==> src/rtl/retire_rat_pkg.sv <==
// Shared rename constants and the restore FSM state type used by the retirement RAT.
package rv32i_types;
  localparam int ARCH_REG_NUM = 32;
  localparam int PHYS_REG_NUM = 64;
  localparam int PR_WIDTH     = $clog2(PHYS_REG_NUM);

  typedef enum logic {
    RRAT_IDLE,
    RRAT_RESTORE
  } rrat_state_t;
endpackage

==> src/rtl/retire_rat_if.sv <==
// Commit, free-list and front-RAT restore bundle between the ROB side and the retirement RAT.
interface retire_rat_if
  import rv32i_types::*;
#(
  parameter int RESTORE_LANES = 4
) ();
  logic                              commit_valid;
  logic                              commit_ready;
  logic [4:0]                        commit_arch_rd;
  logic [PR_WIDTH-1:0]               commit_phys_rd;
  logic                              commit_flush;
  logic                              commit_is_jmp;
  logic                              fl_enqueue;
  logic                              fl_jmp;
  logic                              fl_branch;
  logic [PR_WIDTH-1:0]               fl_freed_phys_reg;
  logic                              restore_valid;
  logic [4:0]                        restore_base;
  logic [RESTORE_LANES*PR_WIDTH-1:0] restore_phys;
  logic                              restore_busy;

  modport master (
    output commit_valid, commit_arch_rd, commit_phys_rd, commit_flush, commit_is_jmp,
    input  commit_ready, fl_enqueue, fl_jmp, fl_branch, fl_freed_phys_reg,
    input  restore_valid, restore_base, restore_phys, restore_busy
  );

  modport slave (
    input  commit_valid, commit_arch_rd, commit_phys_rd, commit_flush, commit_is_jmp,
    output commit_ready, fl_enqueue, fl_jmp, fl_branch, fl_freed_phys_reg,
    output restore_valid, restore_base, restore_phys, restore_busy
  );
endinterface

==> src/rtl/retire_rat_restore_seq.sv <==
// Restore sequencer: walks the committed map to the front RAT in fixed-size beats after a flush.
module rrat_restore_seq
  import rv32i_types::*;
#(
  parameter int RESTORE_LANES = 4
) (
  input  logic       clk,
  input  logic       rst,
  input  logic       start,
  output logic       commit_ready,
  output logic       restore_valid,
  output logic       restore_busy,
  output logic [4:0] restore_base
);
  localparam int BEATS  = ARCH_REG_NUM / RESTORE_LANES;
  localparam int BEAT_W = (BEATS > 1) ? $clog2(BEATS) : 1;
  localparam logic [BEAT_W-1:0] LAST_BEAT = BEAT_W'(BEATS - 1);

  rrat_state_t       state, state_n;
  logic [BEAT_W-1:0] beat, beat_n;

  always_ff @(posedge clk or posedge rst) begin
    if (rst) begin
      state <= RRAT_IDLE;
      beat  <= '0;
    end else begin
      state <= state_n;
      beat  <= beat_n;
    end
  end

  always_comb begin
    state_n = state;
    beat_n  = beat;
    case (state)
      RRAT_IDLE: begin
        if (start) begin
          state_n = RRAT_RESTORE;
          beat_n  = '0;
        end
      end
      RRAT_RESTORE: begin
        if (beat == LAST_BEAT) begin
          state_n = RRAT_IDLE;
          beat_n  = '0;
        end else begin
          beat_n = beat + 1'b1;
        end
      end
      default: begin
        state_n = RRAT_IDLE;
        beat_n  = '0;
      end
    endcase
  end

  assign commit_ready  = (state == RRAT_IDLE);
  assign restore_valid = (state == RRAT_RESTORE);
  assign restore_busy  = (state == RRAT_RESTORE);
  // beat is zero in IDLE, so the base idles at 0 as well
  assign restore_base  = 5'(int'(beat) * RESTORE_LANES);
endmodule

==> src/rtl/retire_rat.sv <==
// Retirement RAT: records committed arch->phys mappings, frees superseded registers, restores on flush.
// Optional RRAT_SCOREBOARD_EN adds a phys in-use vector and a sticky protocol-error flag.
module retire_rat
  import rv32i_types::*;
#(
  parameter int RESTORE_LANES = 4
) (
  input  logic         clk,
  input  logic         rst,
  retire_rat_if.slave  bus
`ifdef RRAT_SCOREBOARD_EN
  ,
  output logic         err_sticky
`endif
);
  logic [PR_WIDTH-1:0] rrat [ARCH_REG_NUM];
  logic                accept;
  logic                start_restore;
  logic                rd_nz;
  logic                wr_en;
  logic [PR_WIDTH-1:0] old_phys;

  assign accept        = bus.commit_valid && bus.commit_ready;
  assign rd_nz         = (bus.commit_arch_rd != 5'd0);
  assign old_phys      = rrat[bus.commit_arch_rd];
  // branch flushes discard the committing destination; jumps keep it
  assign wr_en         = accept && rd_nz && (!bus.commit_flush || bus.commit_is_jmp);
  assign start_restore = accept && bus.commit_flush;

  always_ff @(posedge clk or posedge rst) begin
    if (rst) begin
      for (int i = 0; i < ARCH_REG_NUM; i++) rrat[i] <= PR_WIDTH'(i);
    end else if (wr_en) begin
      rrat[bus.commit_arch_rd] <= bus.commit_phys_rd;
    end
  end

  always_ff @(posedge clk or posedge rst) begin
    if (rst) begin
      bus.fl_enqueue        <= 1'b0;
      bus.fl_jmp            <= 1'b0;
      bus.fl_branch         <= 1'b0;
      bus.fl_freed_phys_reg <= '0;
    end else begin
      bus.fl_enqueue        <= accept && !bus.commit_flush && rd_nz;
      bus.fl_jmp            <= accept && bus.commit_flush && bus.commit_is_jmp;
      bus.fl_branch         <= accept && bus.commit_flush && !bus.commit_is_jmp;
      // 0 doubles as the free-list x0 sentinel when nothing is actually freed
      bus.fl_freed_phys_reg <= wr_en ? old_phys : '0;
    end
  end

  rrat_restore_seq #(
    .RESTORE_LANES(RESTORE_LANES)
  ) u_seq (
    .clk          (clk),
    .rst          (rst),
    .start        (start_restore),
    .commit_ready (bus.commit_ready),
    .restore_valid(bus.restore_valid),
    .restore_busy (bus.restore_busy),
    .restore_base (bus.restore_base)
  );

  for (genvar k = 0; k < RESTORE_LANES; k++) begin : g_lane
    logic [4:0] idx;
    assign idx = bus.restore_base + 5'(k);
    assign bus.restore_phys[k*PR_WIDTH +: PR_WIDTH] = bus.restore_valid ? rrat[idx] : '0;
  end

`ifdef RRAT_SCOREBOARD_EN
  logic [PHYS_REG_NUM-1:0] in_use;

  always_ff @(posedge clk or posedge rst) begin
    if (rst) begin
      in_use     <= {{(PHYS_REG_NUM-ARCH_REG_NUM){1'b0}}, {ARCH_REG_NUM{1'b1}}};
      err_sticky <= 1'b0;
    end else if (wr_en) begin
      // clear before set so a same-register rewrite stays marked in use
      in_use[old_phys]           <= 1'b0;
      in_use[bus.commit_phys_rd] <= 1'b1;
      if (in_use[bus.commit_phys_rd] || !in_use[old_phys]) err_sticky <= 1'b1;
    end
  end
`endif
endmodule
==> src/flat_wrapper.sv <==
// flat-port wrapper written by rule: the top's interface ports become plain ports
module retire_rat_flat import rv32i_types::*;
#(
  parameter int RESTORE_LANES = 4
)
  (clk, rst, bus_commit_valid, bus_commit_arch_rd, bus_commit_phys_rd, bus_commit_flush, bus_commit_is_jmp, bus_commit_ready, bus_fl_enqueue, bus_fl_jmp, bus_fl_branch, bus_fl_freed_phys_reg, bus_restore_valid, bus_restore_base, bus_restore_phys, bus_restore_busy);
  retire_rat_if #(.RESTORE_LANES(RESTORE_LANES)) bus_i ();
  input  logic clk;
  input  logic rst;
  input wire logic [$bits(bus_i.commit_valid)-1:0] bus_commit_valid;
  input wire logic [$bits(bus_i.commit_arch_rd)-1:0] bus_commit_arch_rd;
  input wire logic [$bits(bus_i.commit_phys_rd)-1:0] bus_commit_phys_rd;
  input wire logic [$bits(bus_i.commit_flush)-1:0] bus_commit_flush;
  input wire logic [$bits(bus_i.commit_is_jmp)-1:0] bus_commit_is_jmp;
  output wire logic [$bits(bus_i.commit_ready)-1:0] bus_commit_ready;
  output wire logic [$bits(bus_i.fl_enqueue)-1:0] bus_fl_enqueue;
  output wire logic [$bits(bus_i.fl_jmp)-1:0] bus_fl_jmp;
  output wire logic [$bits(bus_i.fl_branch)-1:0] bus_fl_branch;
  output wire logic [$bits(bus_i.fl_freed_phys_reg)-1:0] bus_fl_freed_phys_reg;
  output wire logic [$bits(bus_i.restore_valid)-1:0] bus_restore_valid;
  output wire logic [$bits(bus_i.restore_base)-1:0] bus_restore_base;
  output wire logic [$bits(bus_i.restore_phys)-1:0] bus_restore_phys;
  output wire logic [$bits(bus_i.restore_busy)-1:0] bus_restore_busy;
  assign bus_i.commit_valid = bus_commit_valid;
  assign bus_i.commit_arch_rd = bus_commit_arch_rd;
  assign bus_i.commit_phys_rd = bus_commit_phys_rd;
  assign bus_i.commit_flush = bus_commit_flush;
  assign bus_i.commit_is_jmp = bus_commit_is_jmp;
  assign bus_commit_ready = bus_i.commit_ready;
  assign bus_fl_enqueue = bus_i.fl_enqueue;
  assign bus_fl_jmp = bus_i.fl_jmp;
  assign bus_fl_branch = bus_i.fl_branch;
  assign bus_fl_freed_phys_reg = bus_i.fl_freed_phys_reg;
  assign bus_restore_valid = bus_i.restore_valid;
  assign bus_restore_base = bus_i.restore_base;
  assign bus_restore_phys = bus_i.restore_phys;
  assign bus_restore_busy = bus_i.restore_busy;
  retire_rat #(.RESTORE_LANES(RESTORE_LANES)) u_core (.clk(clk), .rst(rst), .bus(bus_i));
endmodule
==> config.mk <==
export PLATFORM = sky130hd
export DESIGN_NAME = retire_rat_flat
export DESIGN_NICKNAME = d
export VERILOG_FILES = /design/src/rtl/retire_rat_pkg.sv /design/src/rtl/retire_rat_if.sv /design/src/rtl/retire_rat_restore_seq.sv /design/src/rtl/retire_rat.sv /design/src/flat_wrapper.sv
export SDC_FILE = /design/constraint.sdc
export NUM_CORES = 1
export LEC_CHECK = 0
export CAP_MARGIN = 10
export CORE_MARGIN = 3
export CORE_UTILIZATION = 65
export CTS_CLUSTER_DIAMETER = 150
export DETAILED_ROUTE_END_ITERATION = 7
export HOLD_SLACK_MARGIN = 0.02
export MAX_ROUTING_LAYER = met4
export PLACE_DENSITY = 0.85
export SYNTH_ARGS = -nofsm -noshare
export SYNTH_HDL_FRONTEND = slang
export SYNTH_SLANG_ARGS = --single-unit
==> constraint.sdc <==
create_clock -name clk -period 21.6 [get_ports clk]
set_clock_uncertainty 0.2 [all_clocks]
set_input_delay 4.32 -clock clk [delete_from_list [all_inputs] [get_ports clk]]
set_output_delay 4.32 -clock clk [all_outputs]
set_load 0.01 [all_outputs]
==> impl_summary.md <==
Clock tree
TritonCTS built the clock tree. No sink is reached through more buffers than the 3 on the longest clock path. The clock input transition at the sequential cells of the worst setup and hold paths is 60 ps. Buffers inserted during clock tree synthesis total 22. In this run, post-CTS repair resized a total of 0 instances.

The post-CTS setup buffer count is 0. The number of clock sinks seen by CTS is 205. The clock insertion delay at the later pin of the skew report is 510 ps.

CTS built an H-tree with a depth of 1. Buffers inserted to repair hold after CTS numbered 0. In this run the clock root is driven by a clkbuf_16.

STA
In the final timing run, aggregate negative setup slack is 0 ps. The number of failing setup endpoints in the final timing report is 0. For this run, the top clock speed supported by timing is 131.4 MHz. Dividing the final minimum period by the clock period gives 35.23%.

The clock period minus final worst setup slack is 7611 ps. The max-slew headroom at the worst pin is 14.35%. Setup repair after global routing left no endpoint under its margin. The final hold violation count is 0. The final number of max-transition violations was 0. At the pin with the least slew margin, the transition time is 1281 ps.

Floorplan
The floorplan has 47 rows. The die is 136.9 um wide. The die covers 18750 sq um. The initial utilization of the core area, before any placement, comes to 66.73%.

The core region is 16700 sq um. The number of ports placed on the die boundary is 57. The y dimension of the die is 136.9 um.

Finish
The final-layout fill cell count is 1057. From synthesis to final layout, the design area changed by 11.71%. The proportion of layout cells with a drive suffix above 1 is 44.48%. For this run, the post-layout net count is 854.

Summing all multi-input logic gate instances after layout gives 5569 sq um. The repair_antennas step left the layout with diodes totalling 0. The area used by sequential logic in the layout is 5233 sq um.

For this run, the share of the core covered by cells in the final layout is 74.54%. The flip-flop count of the largest register, all copies and words added is 192. The number of standard cells in the layout, taps in and fillers out is 1072.

Critical path
The setup path with the least slack is of type reg2out. The critical path ends at bus_restore_phys[3]. The length in cells of the worst reg-to-reg path is 4. The worst register-to-register path begins at u_core.u_seq.restore_busy. The worst setup path is captured at a primary output. The data arrival time at the worst-slack endpoint is 3090 ps. The worst endpoint required time is 17080 ps. In this run the critical register-to-register path is captured at u_core.rrat[57]. The kind of start point of the critical path is a flip-flop. The beginning of the critical path is u_core.u_seq.beat[0]. In this run the worst path has a maximum fanout of 52. The flop-to-flop setup slack is 18970 ps.

Detailed routing
In the routed design, unresolved DRC markers number 0. The via-per-instance ratio is 7.120. The first detailed-routing pass took 5 iterations. The average routed wire per standard cell is 29.37 um. The vias after detailed routing is 7633. For this block, the initial DRC count from the detailed router was 915. The detail route stage leaves a number of antenna-violating nets equal to 0. The sum of routed wire length over all layers is 31.49 mm.

Power and ir drop
The power per standard cell area is 104.8 nW/um^2. Summed over all cells, the static leakage comes to 5.315 nW. The overall power is 1.304 mW. IR analysis of the VDD net gives a maximum drop of 0.1543 mV.

Logic synthesis
The number of different library cells in the post-synthesis netlist is 43. Counting flops with a built-in enable in the synthesized netlist gives 0. The number of storage elements in the synthesis netlist is 205. The share of synthesized registers carrying an async set or reset is 100.0%. The most instantiated flip-flop cell in the synthesis netlist is dfrtp_1. The average instance in the mapped netlist occupies 13.66 sq um. The total of warnings raised by yosys is 0. The post-synthesis cell count is 816. The share of the yosys chip area belonging to registers is 46.93%.

In the post-synthesis netlist, the biggest area contributors are dfrtp_1 (28%), dfstp_2 (19%), mux2_2 (19%). The biggest area contributor in the post-synthesis netlist is dfrtp_1. Summing every instance area after synthesis gives 11140 sq um.

The share of synthesized area in the top cell type comes to 28.07%.

GRT
The pin count of the biggest net entering global routing is 123. The initial antenna violation count is 0. The total overflow left after global routing is 0.

Global routing consumed, over all layers together, 34.87% of the routing resources. The global-route wire length before repair is 47.03 mm. The number of global-route vias before repair is 7460.

Min path
The worst min-delay path category is reg2reg.

Placed design
The instance count after placement with tap cells included is 1031. The count of buffers from port buffering is 54. The congestion estimate from routability-driven global placement came to 0.9951. The HPWL after detailed placement is 21.80 mm.

Job
Across the run, the number of max-cap violations was 0.

Run status
The run finished with clean final reports.
## logic make-up (layout without fill, tap and decap cells)
kind of cell,Yosys count,after routing,synth area share [%]
other,1,2,0.03365
and+or+nand+nor,123,123,7.062
AOI/OAI and AO/OA,60,60,3.346
buffers and inverters,71,106,3.132
muxes,354,354,39.27
adders and majority gates,2,2,0.2245
DFF,205,205,46.93
## synth_stat cells (all sizes together) (5+ instances only)
| cell type | count |
|---|---|
| a31oi | 6 |
| nor3 | 8 |
| clkbuf | 28 |
| nor2 | 54 |
| nand4b | 6 |
| mux2i | 120 |
| dfstp | 80 |
| nor4 | 7 |
| mux4 | 48 |
| dfrtp | 125 |
| o22ai | 48 |
| nand2 | 15 |
| buf | 41 |
| nand4bb | 6 |
| mux2 | 186 |
| nand3 | 5 |
## cells in the final DEF, fill, tap and decap left out, drive strengths merged, types with 8 or more instances in the layout
master | Yosys | final
mux2 | 186 | 186
dfrtp | 125 | 125
mux2i | 120 | 120
dfstp | 80 | 80
nor2 | 54 | 54
clkdlybuf4s50 | 0 | 53
mux4 | 48 | 48
o22ai | 48 | 48
clkbuf | 28 | 30
nand2 | 15 | 15
buf | 41 | 11
nor3 | 8 | 8
## where the power goes
part           internal [mW]  switching, mW  total [mW]
clock                  0.227          0.157       0.384
sequential             0.470         0.0620       0.532
combinational          0.193          0.196       0.389
## routing by layer
metal  wire length, um  vias to the layer above  part of all wire [%]  GRT usage (%)
li1                  -                     3118                     -              -
met1             13010                     3933                    41          50.31
met2             14250                      494                    45          50.41
met3              2891                       88                   9.2          6.213
met4              1327                        0                   4.2          12.20
met5                 0                        -                     0              -
## worst max-delay path, stage by stage, from the launching register on
cell             delay, ps
dfrtp_2                340
buf_4                  690
mux4_2                 670
mux2i_1                280
nor2_1                  80
clkdlybuf4s50_1        500
## per-stage QoR
step                      setup WS [ps]  hold WS (ps)  instance area (sq um)
final                             13990         212.0                  12450
after global placement            14250         186.7                  11700
after CTS                         13970         205.9                  12430
after global routing              13820         211.7                  12450
after floorplan                   11620         245.1                  11150
after detailed placement          14130         190.3                  11700
## area by class of cell
| class | count | area share [%] |
|---|---|---|
| repair buffers | 64 | 4.985 |
| multi-input cells | 541 | 44.73 |
| well taps | 220 | 2.211 |
| clock inverters | 10 | 0.9246 |
| flip-flops and latches | 205 | 42.03 |
| inverters | 2 | 0.1206 |
| clock buffers | 30 | 4.995 |
## worst min-delay path by stage
stage / startpoint / to / depth (start not counted)
floorplan: u_core.rrat[186] / u_core.rrat[186] / 1
global placement: u_core.rrat[189] / u_core.rrat[189] / 0
detailed placement: u_core.rrat[189] / u_core.rrat[189] / 0
CTS: u_core.rrat[189] / u_core.rrat[189] / 0
global route: u_core.rrat[186] / u_core.rrat[186] / 0
finish: u_core.rrat[189] / u_core.rrat[189] / 0
Note: power is estimated with default switching activity, not from simulation.
